`config.mk`:
```
export PLATFORM = sky130hd
export DESIGN_NAME = mem_arbiter_flat
export DESIGN_NICKNAME = d
export VERILOG_FILES = /design/src/rtl/mem_arbiter_if.sv /design/src/rtl/mem_arbiter.sv /design/src/flat_wrapper.sv
export SDC_FILE = /design/constraint.sdc
export NUM_CORES = 1
export LEC_CHECK = 0
export ABC_AREA = 1
export BUFFER_PORTS_ARGS = -buffer_cell sky130_fd_sc_hd__buf_4
export CORE_AREA = 2 2 117 119
export DETAILED_ROUTE_END_ITERATION = 8
export DIE_AREA = 0 0 119 121
export PLACE_DENSITY = 0.56
export SYNTH_ARGS = -nofsm -noshare
export SYNTH_HDL_FRONTEND = slang
export SYNTH_SLANG_ARGS = --single-unit
```
`constraint.sdc`:
```
create_clock -name clk -period 1.45 [get_ports clk]
set_clock_uncertainty 0.1 [all_clocks]
set_input_delay 0.0725 -clock clk [delete_from_list [all_inputs] [get_ports clk]]
set_output_delay 0.0725 -clock clk [all_outputs]
set_load 0.1 [all_outputs]
```
`src/rtl/mem_arbiter_if.sv`:
```
// Bundle of the core, loader and data-memory signals around the memory arbiter.
// The slave modport is the arbiter's view; master is the requester/memory side.
interface mem_arbiter_if #(
    parameter int DATA_LENGTH      = 32,
    parameter int DMEM_ADDR_LENGTH = 32
);
    logic                        c_req;
    logic                        c_we;
    logic [DMEM_ADDR_LENGTH-1:0] c_addr;
    logic [DATA_LENGTH-1:0]      c_wdata;
    logic                        c_gnt;
    logic                        c_stall;
    logic                        c_rvalid;
    logic [DATA_LENGTH-1:0]      c_rdata;

    logic                        l_req;
    logic                        l_we;
    logic [DMEM_ADDR_LENGTH-1:0] l_addr;
    logic [DATA_LENGTH-1:0]      l_wdata;
    logic                        l_gnt;
    logic                        l_rvalid;
    logic [DATA_LENGTH-1:0]      l_rdata;

    logic [DMEM_ADDR_LENGTH-1:0] m_addr;
    logic [DATA_LENGTH-1:0]      m_wdata;
    logic                        m_we;
    logic [DATA_LENGTH-1:0]      m_rdata;

    modport slave (
        input  c_req, c_we, c_addr, c_wdata,
        output c_gnt, c_stall, c_rvalid, c_rdata,
        input  l_req, l_we, l_addr, l_wdata,
        output l_gnt, l_rvalid, l_rdata,
        output m_addr, m_wdata, m_we,
        input  m_rdata
    );

    modport master (
        output c_req, c_we, c_addr, c_wdata,
        input  c_gnt, c_stall, c_rvalid, c_rdata,
        output l_req, l_we, l_addr, l_wdata,
        input  l_gnt, l_rvalid, l_rdata,
        input  m_addr, m_wdata, m_we,
        output m_rdata
    );
endinterface

```
`src/rtl/mem_arbiter.sv`:
```
// Single-port data-memory arbiter: core has fixed priority, the loader is
// forced in after MAX_WAIT consecutive core wins. Reads return one cycle later.
module mem_arbiter #(
    parameter int DATA_LENGTH      = 32,
    parameter int DMEM_ADDR_LENGTH = 32,
    parameter int MAX_WAIT         = 4
) (
    input  logic             clk,
    input  logic             rst,
    mem_arbiter_if.slave     bus
);
    localparam int CW = (MAX_WAIT < 1) ? 1 : $clog2(MAX_WAIT + 1);

    logic [CW-1:0]               wait_cnt;
    logic                        rd_pend;
    logic                        rd_owner;   // 0 = core, 1 = loader
    logic                        starve;
    logic                        c_gnt;
    logic                        l_gnt;
    logic [DMEM_ADDR_LENGTH-1:0] addr_sel;
    logic [DATA_LENGTH-1:0]      wdata_sel;

    assign starve = (wait_cnt == CW'(MAX_WAIT));

    // Grants are forced low during reset so nothing reaches memory.
    always_comb begin
        l_gnt = 1'b0;
        c_gnt = 1'b0;
        if (!rst) begin
            l_gnt = bus.l_req & (~bus.c_req | starve);
            c_gnt = bus.c_req & ~l_gnt;
        end
    end

    assign addr_sel  = l_gnt ? bus.l_addr  : bus.c_addr;
    assign wdata_sel = l_gnt ? bus.l_wdata : bus.c_wdata;

    assign bus.c_gnt   = c_gnt;
    assign bus.l_gnt   = l_gnt;
    assign bus.c_stall = bus.c_req & ~c_gnt;
    assign bus.m_addr  = addr_sel;
    assign bus.m_wdata = wdata_sel;
    assign bus.m_we    = (c_gnt & bus.c_we) | (l_gnt & bus.l_we);

    always_ff @(posedge clk or posedge rst) begin
        if (rst) begin
            wait_cnt <= '0;
        end else if (l_gnt || !bus.l_req) begin
            wait_cnt <= '0;
        end else if (c_gnt && wait_cnt != CW'(MAX_WAIT)) begin
            wait_cnt <= wait_cnt + CW'(1);
        end
    end

    always_ff @(posedge clk or posedge rst) begin
        if (rst) begin
            rd_pend  <= 1'b0;
            rd_owner <= 1'b0;
        end else begin
            rd_pend  <= (c_gnt & ~bus.c_we) | (l_gnt & ~bus.l_we);
            rd_owner <= l_gnt;
        end
    end

    // Memory data is shared; only the owner's rvalid qualifies it.
    assign bus.c_rvalid = rd_pend & ~rd_owner;
    assign bus.l_rvalid = rd_pend &  rd_owner;
    assign bus.c_rdata  = bus.m_rdata;
    assign bus.l_rdata  = bus.m_rdata;
endmodule
```
`src/flat_wrapper.sv`:
```
// flat-port wrapper written by rule: the top's interface ports become plain ports
module mem_arbiter_flat 
#(
    parameter int DATA_LENGTH      = 32,
    parameter int DMEM_ADDR_LENGTH = 32,
    parameter int MAX_WAIT         = 4
)
  (clk, rst, bus_c_req, bus_c_we, bus_c_addr, bus_c_wdata, bus_c_gnt, bus_c_stall, bus_c_rvalid, bus_c_rdata, bus_l_req, bus_l_we, bus_l_addr, bus_l_wdata, bus_l_gnt, bus_l_rvalid, bus_l_rdata, bus_m_addr, bus_m_wdata, bus_m_we, bus_m_rdata);
  mem_arbiter_if #(.DATA_LENGTH(DATA_LENGTH), .DMEM_ADDR_LENGTH(DMEM_ADDR_LENGTH)) bus_i ();
  input  logic clk;
  input  logic rst;
  input wire logic [$bits(bus_i.c_req)-1:0] bus_c_req;
  input wire logic [$bits(bus_i.c_we)-1:0] bus_c_we;
  input wire logic [$bits(bus_i.c_addr)-1:0] bus_c_addr;
  input wire logic [$bits(bus_i.c_wdata)-1:0] bus_c_wdata;
  output wire logic [$bits(bus_i.c_gnt)-1:0] bus_c_gnt;
  output wire logic [$bits(bus_i.c_stall)-1:0] bus_c_stall;
  output wire logic [$bits(bus_i.c_rvalid)-1:0] bus_c_rvalid;
  output wire logic [$bits(bus_i.c_rdata)-1:0] bus_c_rdata;
  input wire logic [$bits(bus_i.l_req)-1:0] bus_l_req;
  input wire logic [$bits(bus_i.l_we)-1:0] bus_l_we;
  input wire logic [$bits(bus_i.l_addr)-1:0] bus_l_addr;
  input wire logic [$bits(bus_i.l_wdata)-1:0] bus_l_wdata;
  output wire logic [$bits(bus_i.l_gnt)-1:0] bus_l_gnt;
  output wire logic [$bits(bus_i.l_rvalid)-1:0] bus_l_rvalid;
  output wire logic [$bits(bus_i.l_rdata)-1:0] bus_l_rdata;
  output wire logic [$bits(bus_i.m_addr)-1:0] bus_m_addr;
  output wire logic [$bits(bus_i.m_wdata)-1:0] bus_m_wdata;
  output wire logic [$bits(bus_i.m_we)-1:0] bus_m_we;
  input wire logic [$bits(bus_i.m_rdata)-1:0] bus_m_rdata;
  assign bus_i.c_req = bus_c_req;
  assign bus_i.c_we = bus_c_we;
  assign bus_i.c_addr = bus_c_addr;
  assign bus_i.c_wdata = bus_c_wdata;
  assign bus_c_gnt = bus_i.c_gnt;
  assign bus_c_stall = bus_i.c_stall;
  assign bus_c_rvalid = bus_i.c_rvalid;
  assign bus_c_rdata = bus_i.c_rdata;
  assign bus_i.l_req = bus_l_req;
  assign bus_i.l_we = bus_l_we;
  assign bus_i.l_addr = bus_l_addr;
  assign bus_i.l_wdata = bus_l_wdata;
  assign bus_l_gnt = bus_i.l_gnt;
  assign bus_l_rvalid = bus_i.l_rvalid;
  assign bus_l_rdata = bus_i.l_rdata;
  assign bus_m_addr = bus_i.m_addr;
  assign bus_m_wdata = bus_i.m_wdata;
  assign bus_m_we = bus_i.m_we;
  assign bus_i.m_rdata = bus_m_rdata;
  mem_arbiter #(.DATA_LENGTH(DATA_LENGTH), .DMEM_ADDR_LENGTH(DMEM_ADDR_LENGTH), .MAX_WAIT(MAX_WAIT)) u_core (.clk(clk), .rst(rst), .bus(bus_i));
endmodule
```
* Word level (Yosys, flattened, before mapping)
Index checks and enable logic that the tools add are counted.
Word-level totals: register bits 5, input bits 166, output and inout bits 134
Cells by class: multiplexer cells 6, bitwise operators 18, reductions and logical operators 4, equal/unequal tests 2, add/subtract/negate cells 1
Operators by type and width (number):
- two-way mux 32 bit | 2
- bitwise AND 1 bit | 9
- two-way mux 3 bit | 2
- NOT 1 bit | 6
- adder 3 x 1 -> 3 bit (second input constant) | 1
- equality test 3 bit (second input constant) | 1
- != test 3 bit (second input constant) | 1
- bitwise OR 1 bit | 3
- two-way mux 1 bit | 2
- nonzero test 2 bit | 1
- logical AND 1 bit | 1
- zero test 1 bit | 1
- logical OR 1 bit | 1

* Depth between registers and ports, before layout
Gate-level depths: netlist of run 1.
depth after elaboration 9, mapped depth 10, mapped depth without buffers 8

* Worst setup path before layout of run 1
OpenSTA, ideal clock, no wires.
kind register to output, start point register u_core.wait_cnt[0], end point output bus_c_stall, path buffers 0, data arrival time 3347 ps, cell stages (with the launch flop) 7, data required time 1278 ps, path slack -2070 ps, cell sequence dfrtp_1 > inv_1 > ha_1 > nand2_1 > nand2_1 > a21oi_1 > nor2_1
Between the ends: longest elaborated chain between the ends 8
Ends and longest elaborated chain:
- from (decl) | RTL line mem_arbiter.sv:14 | logic [CW-1:0] wait_cnt;
- from (signal assigned) | RTL line mem_arbiter.sv:51 | wait_cnt <= wait_cnt + CW'(1);
- equality test 3 bit | RTL line mem_arbiter.sv:23 | assign starve = (wait_cnt == CW'(MAX_WAIT));
- bitwise OR 1 bit | RTL line mem_arbiter.sv:30 | l_gnt = bus.l_req & (~bus.c_req | starve);
- bitwise AND 1 bit | RTL line mem_arbiter.sv:30
- NOT 1 bit | RTL line mem_arbiter.sv:31 | c_gnt = bus.c_req & ~l_gnt;
- bitwise AND 1 bit | RTL line mem_arbiter.sv:31
- two-way mux 1 bit | RTL line mem_arbiter.sv:29 | if (!rst) begin
- net bus_c_gnt | RTL line flat_wrapper.sv:16 | output wire logic [$bits(bus_i.c_gnt)-1:0] bus_c_gnt;
- NOT 1 bit | RTL line mem_arbiter.sv:40 | assign bus.c_stall = bus.c_req & ~c_gnt;
- bitwise AND 1 bit | RTL line mem_arbiter.sv:40
- to (decl) | RTL line flat_wrapper.sv:17 | output wire logic [$bits(bus_i.c_stall)-1:0] bus_c_stall;
The timed path passes the listed nets, and every way through them passes these cells.

* Final worst setup path of run 1
start point register u_core.wait_cnt[0], end point output bus_m_addr[4]
Between the ends: longest elaborated chain between the ends 5
Ends and longest elaborated chain:
- equality test 3 bit | RTL line mem_arbiter.sv:23
- bitwise OR 1 bit | RTL line mem_arbiter.sv:30
- bitwise AND 1 bit | RTL line mem_arbiter.sv:30
- two-way mux 1 bit | RTL line mem_arbiter.sv:29
- two-way mux 32 bit | RTL line mem_arbiter.sv:35 | assign addr_sel = l_gnt ? bus.l_addr : bus.c_addr;
- to (decl) | RTL line flat_wrapper.sv:27 | output wire logic [$bits(bus_i.m_addr)-1:0] bus_m_addr;
Every way passes these cells.

==> results of run 1 <==
cell families (layout without fill, tap and decap cells):
kind of cell             after synthesis  in the layout  synth area share, %
AND/OR/NAND/NOR                      214            214                 50.6
flip-flops                             5              5                 7.77
AO/OA/AOI/OAI                          5              5                 1.55
buffers and inverters                 88            284                 38.5
adder cells (fa/ha/maj)                2              2                 1.55
layout make-up:
class,count,area (sq um)
Clock buffer,4,78.8
Fill cell,1107,6690
Sequential cell,5,125
Timing Repair Buffer,270,3170
Multi-Input combinational cell,221,2750
Tap cell,176,220
Inverter,10,50.0
per-stage QoR:
step | TNS [ps] | instances | cell area [sq um]
3_3_place_gp | -26110 | 666 | 4680
2_1_floorplan | -13140 | 314 | 3060
5_1_grt | -40120 | 686 | 6390
6_report | -35830 | 686 | 6390
3_5_place_dp | -28020 | 666 | 4680
4_1_cts | -35370 | 688 | 6340
final timing paths:
kind	depth (start not counted)	endpoint	slack, ps	startpoint
max reg2reg	11	u_core.rd_pend	-220	u_core.wait_cnt[0]
min in group asynchronous	4	u_core.wait_cnt[1]	430	rst
max in group asynchronous	4	u_core.rd_owner	620	rst
max	11	bus_m_addr[4]	-590	u_core.wait_cnt[0]
min reg2reg	2	u_core.wait_cnt[2]	520	u_core.wait_cnt[2]
min	0	bus_c_rdata[20]	50	bus_m_rdata[20]
cell usage after synthesis:
cell type / number
buf_6: 4
nand3_2: 1
ha_1: 2
buf_2: 7
dfrtp_1: 5
inv_2: 1
inv_1: 9
buf_4: 67
nand2_1: 206
nand4_1: 1
nor2_1: 4
a21oi_1: 3
o21ai_0: 2
nand3_1: 2
state kept, by name, summed over array words and instances (netlist names):
| register | cells |
|---|---|
| u_core.rd_owner | 1 |
| u_core.wait_cnt | 3 |
| u_core.rd_pend | 1 |
worst reg2reg max path, delay by kind of cell (launching register included):
| kind | cells | cell delay (ps) |
|---|---|---|
| simple gates | 5 | 360 |
| fa+ha+maj | 1 | 160 |
| buf+inv | 5 | 590 |
| flops | 1 | 360 |
layout by cell type (no fill, tap or decap), drive strengths merged:
cell type,synthesis,layout
nand3,3,3
clkinv,0,1
nand4,1,1
inv,10,9
o21ai,2,2
nor2,4,4
dfrtp,5,5
nand2,206,206
a21oi,3,3
ha,2,2
clkbuf,0,4
buf,78,267
dlygate4sd3,0,3
routing by layer:
metal  track usage (%)  wire length, um  up-vias
li1                  -                -     1267
met1              13.8             2900     1206
met2              26.1             5660      140
met3              3.10              794       11
met4              2.53              110        0
met5                 0                0        -
repair_timing:
| action | CTS | global route |
|---|---|---|
| hold endpoints to repair | 6 | 0 |
| buffers inserted | 9 | 1 |
| pin swaps | 56 | 25 |
| endpoints found under the setup margin | 68 | 70 |
| gates resized for setup | 296 | 25 |
| cloned | 6 | 0 |
| hold buffers | 3 | 0 |
power by group through the flow:
stage / registers (W) / logic (W) / clock network, W
final: 0.000149 / 0.00307 / 0.000459
after global routing: 0.000150 / 0.00318 / 0.000478
after global placement: 0.000151 / 0.00238 / 0
after detailed placement: 0.000151 / 0.00239 / 0
after floorplan: 0.000150 / 0.00253 / 0
after CTS: 0.000149 / 0.00307 / 0.000471
==> flow_summary.toml, run 1 <==
[drt]
drt-pass1-iter-count = 3
drtIter0Drc = 39
wl_per_cell_um = 13.8
wl_um = 9460
via_per_inst = 3.83
vias = 2624
ant_nets = 0
drc_errors = 0

[floorplanning]
initial_core_util_pct = 12.3
dieHeight_um = 121
die-area_sq_um = 14400
core-area_sq_um = 13100
io-pin-count = 300
die_w_um = 119
num_rows = 42

[sta]
fin_crit_ps = 2040
max_freq_mhz = 491
drv_slew = 0
tightest_slew_ps = 285
setup_violations = 70
fin_crit_sh_pct = 140
slew-limit-headroom_pct = 81.1
timing.final.hold_violations = 0
fin_ws_ps = -585
timing.hold.ws_ps = 45.0
rsz0062_at_grt = "yes"

[finish]
area_growth_pct = 297
final_util_pct = 48.9
antenna_cells = 0
drive_gt1_share_pct = 87.8
nets = 679

[logic_synthesis]
synth_seq_cells = 5
synth_cell_types = 14
avgSynthCellArea_sq_um = 5.13
synthTopCellsByArea = "nand2_1 48%, buf_4 31%, dfrtp_1 7.8%"
synthCells = 314
synthesis.area_sq_um = 1610
yosysWarnings = 0
ys_seq_area_share_pct = 7.77
syn-num-nets = 482
synth.top_cell.area_share_pct = 48.0
synth_top_area_cell = "nand2_1"

[cts]
insertion_delay_ps = 230
h-tree-depth = 1
cts_inserted_buffers = 3
clock_sinks = 5
path_clk_slew_ps = 30
tritoncts = "built"
cts_buffer_depth = 2
root_buffer = "clkbuf_16"

[power]
p_int_w = 0.00178
p_switching_w = 0.00190
combPwrFrac_pct = 83.5
p_sw_share_pct = 51.7
p_per_area_nw_per_um2 = 576
p_clk_share_pct = 12.5
ir_drop_mv = 0.340
seqPwrFrac_pct = 4.1
power_w = 0.00368
power.leakage_nw = 2.83

[place]
io_buffer_count = 203
dpl_worst_slack_ps = -494
gp_congestion = 0.762
dp_hpwl_um = 6820

[global_routing]
gr-total-overflow = 0
grt_pass1_vias = 2940
antenna_found_initial = 0
grt_pass1_wl_um = 15100
grtUsageTotal_pct = 13.1
grt_start_max_net_pins = 30

[critical_path]
cp.arrival_ps = 1860
crit_fanout = 7
crit_chain = "inv_2 > ha_4 > nand2_2 > nand2_2 > nand3_4 > clkinv_8 > buf_12 > buf_16 > nand2_4 > nand2_8 > buf_12"
slowest_stage = "dfrtp_1"
critPathLaunchType = "flip-flop"
crit_required_ps = 1280
crit_type = "reg2out"
crit_path_end_kind = "output pin"
crit_family = "buffers and inverters"
slowest_delay_ps = 380
crit_buf_inv = 5

[status]
failed_checks = "setup timing"
status = "finished, violations left"

[flow_run]
cap_violations = 0

[worst_hold_path]
hold_class = "in2out"
Power figures use the tool's default switching activity.
==> inputs of run 2 (changes only) <==
CELL_PAD_IN_SITES_DETAIL_PLACEMENT = 2   (was default)
CELL_PAD_IN_SITES_GLOBAL_PLACEMENT = 2   (was default)
CORE_AREA = default   (was 2 2 117 119)
CORE_UTILIZATION = 10   (was default)
DIE_AREA = default   (was 0 0 119 121)
PLACE_DENSITY = 0.95   (was 0.56)
==> run 2 against run 1 <==
Via count grew 2.1%. Combinational power up 5%. Die area up 15%. Cell area increased by 5.1%. Sequential share of layout area shrank 0.096 points. Final cell count rose by 3.1%. Largest cell class unchanged. Total power rose by 3.4%. Largest power group unchanged. The run still ends with setup timing left. Critical endpoint is now bus_m_wdata[24].
==> flow_summary.toml, run 2 (same netlist as run 1, synthesis figures left out) <==
[status]
status = "finished, violations left"
failed_checks = "setup timing"

[finish]
register_area_sq_um = 125
layout_commonest_cell = "buf_4"
multi_input_area_sq_um = 3060
regMostFlops = "u_core.wait_cnt"
largest_reg_flops = 3
mostFrequentLayoutCells = "149 x buf_4, 97 x nand2_8, 78 x buf_12"
fillers = 1542
fin_area_sq_um = 6720
antenna_cells = 0
area_growth_pct = 317
drive_gt1_share_pct = 93.9
largestRegisters = "u_core.wait_cnt (3), u_core.rd_owner (1), u_core.rd_pend (1)"
nets = 660

[worst_hold_path]
whs_endpoint = "bus_c_rdata[7]"
hold-path-cell-count = 0
hold_class = "in2out"
min_from = "bus_m_rdata[7]"

[critical_path]
slowest_stage = "dfrtp_1"
r2r_end = "u_core.rd_pend"
crit_path_end_kind = "output pin"
crit_fanout = 7
crit_chain = "inv_2 > ha_4 > nand2_2 > nand2_2 > nand3_4 > buf_12 > buf_16 > nand2_1 > nand2_8 > buf_12"
cp-startpoint = "u_core.wait_cnt[0]"
r2r_slack_ps = -330
rr_worst_depth = 12
critPathLaunchType = "flip-flop"
reg2reg_from = "u_core.wait_cnt[0]"
crit_required_ps = 1280
slowest_delay_ps = 390
cp.arrival_ps = 1920
crit_type = "reg2out"

[cts]
h-tree-depth = 1
cts_buffer_depth = 2
path_clk_slew_ps = 30
insertion_delay_ps = 230
clock_sinks = 5
root_buffer = "clkbuf_16"
cts_inserted_buffers = 3
tritoncts = "built"

[place]
io_buffer_count = 203
dp_hpwl_um = 9180
place_area_sq_um = 4510
gp_congestion = 0.706

[sta]
fin_crit_sh_pct = 144
setup_violations = 69
drv_slew = 0
tightest_slew_ps = 283
rsz0062_at_grt = "yes"
timing.final.hold_violations = 0
timing.hold.ws_ps = 45.0
fin_crit_ps = 2090
fin_ws_ps = -640
max_freq_mhz = 478
slew-limit-headroom_pct = 81.3

[floorplanning]
num_rows = 46
dieHeight_um = 129
io-pin-count = 300
die-area_sq_um = 16600
core-area_sq_um = 15800
die_w_um = 129
initial_core_util_pct = 10.2

[global_routing]
grt_pass1_vias = 3245
gr-total-overflow = 0
grt_pass1_wl_um = 18900
grt_start_max_net_pins = 22
antenna_found_initial = 0
grtUsageTotal_pct = 15.6

[power]
ir_drop_mv = 0.267
p_int_w = 0.00180
combPwrFrac_pct = 84.2
power.leakage_nw = 2.96
p_clk_share_pct = 11.8
p_per_area_nw_per_um2 = 567
p_sw_share_pct = 52.8
seqPwrFrac_pct = 3.9
p_switching_w = 0.00201

[drt]
vias = 2680
ant_nets = 0
wl_um = 14300
drtIter0Drc = 29
via_per_inst = 3.79
drt-pass1-iter-count = 4
wl_per_cell_um = 20.3
drc_errors = 0

[flow_run]
cap_violations = 0
## run 2: cell count changes in the layout (fill, tap and decap cells not counted), sizes merged
cell	previous run	this run
clkbuf	4	9
dlygate4sd3	3	1
buf	267	245
## run 2: worst max path at each step
stage / to / slack, ps / depth (start not counted)
after floorplan: bus_m_we / -460 / 7
after global placement: bus_m_addr[21] / -400 / 9
after detailed placement: bus_m_wdata[1] / -460 / 10
after CTS: bus_m_wdata[14] / -570 / 10
after global routing: bus_m_wdata[24] / -710 / 10
final: bus_m_wdata[24] / -640 / 10
## run 2: area by class of cell
| type | count | share of cell area (%) |
|---|---|---|
| timing repair buffer | 251 | 46.8 |
| multi-input combinational | 221 | 45.4 |
| clock buffer | 4 | 1.17 |
| sequential | 5 | 1.86 |
| inverter | 10 | 0.744 |
| tap | 216 | 4.02 |
## run 2: routing by layer
layer,GRT usage [%],part of all wire (%)
met5,0,0
met4,5.12,2.8
met3,3.33,6.6
met2,34.8,64
met1,12.9,27
## run 2: stage by stage
step / setup TNS, ps / total power, W / cells / setup WS (ps) / util (%)
2_1_floorplan: -13140 / 0.00268 / 314 / -461 / -
4_1_cts: -35180 / 0.00361 / 701 / -570 / 39.0
3_3_place_gp: -23880 / 0.00245 / 680 / -404 / 28.5
6_report: -38270 / 0.00381 / 707 / -640 / 42.5
5_1_grt: -43230 / 0.00392 / 707 / -708 / 42.5
3_5_place_dp: -27110 / 0.00250 / 680 / -456 / 28.5
## run 2: timing repair
action / 4_1_cts / 5_1_grt
pin swaps: 4 / 35
endpoints found under the hold margin: 5 / 0
buffers inserted: 10 / 5
setup endpoints to repair: 69 / 72
cloned: 6 / 5
hold buffers: 1 / 0
resized for setup: 311 / 84
## run 2: power groups by stage
stage	sequential (W)	combinational, W	clock [W]
global placement	0.000151	0.00230	0
floorplan	0.000150	0.00253	0
global route	0.000150	0.00331	0.000466
detailed placement	0.000151	0.00235	0
finish	0.000150	0.00321	0.000451
CTS	0.000149	0.00301	0.000456
## run 2: worst max-delay path: cells and delay by family, from the launching register on
kind,cells,cell delay [ps]
buf+inv,4,590
fa+ha+maj,1,150
simple gates,5,550
flops,1,390
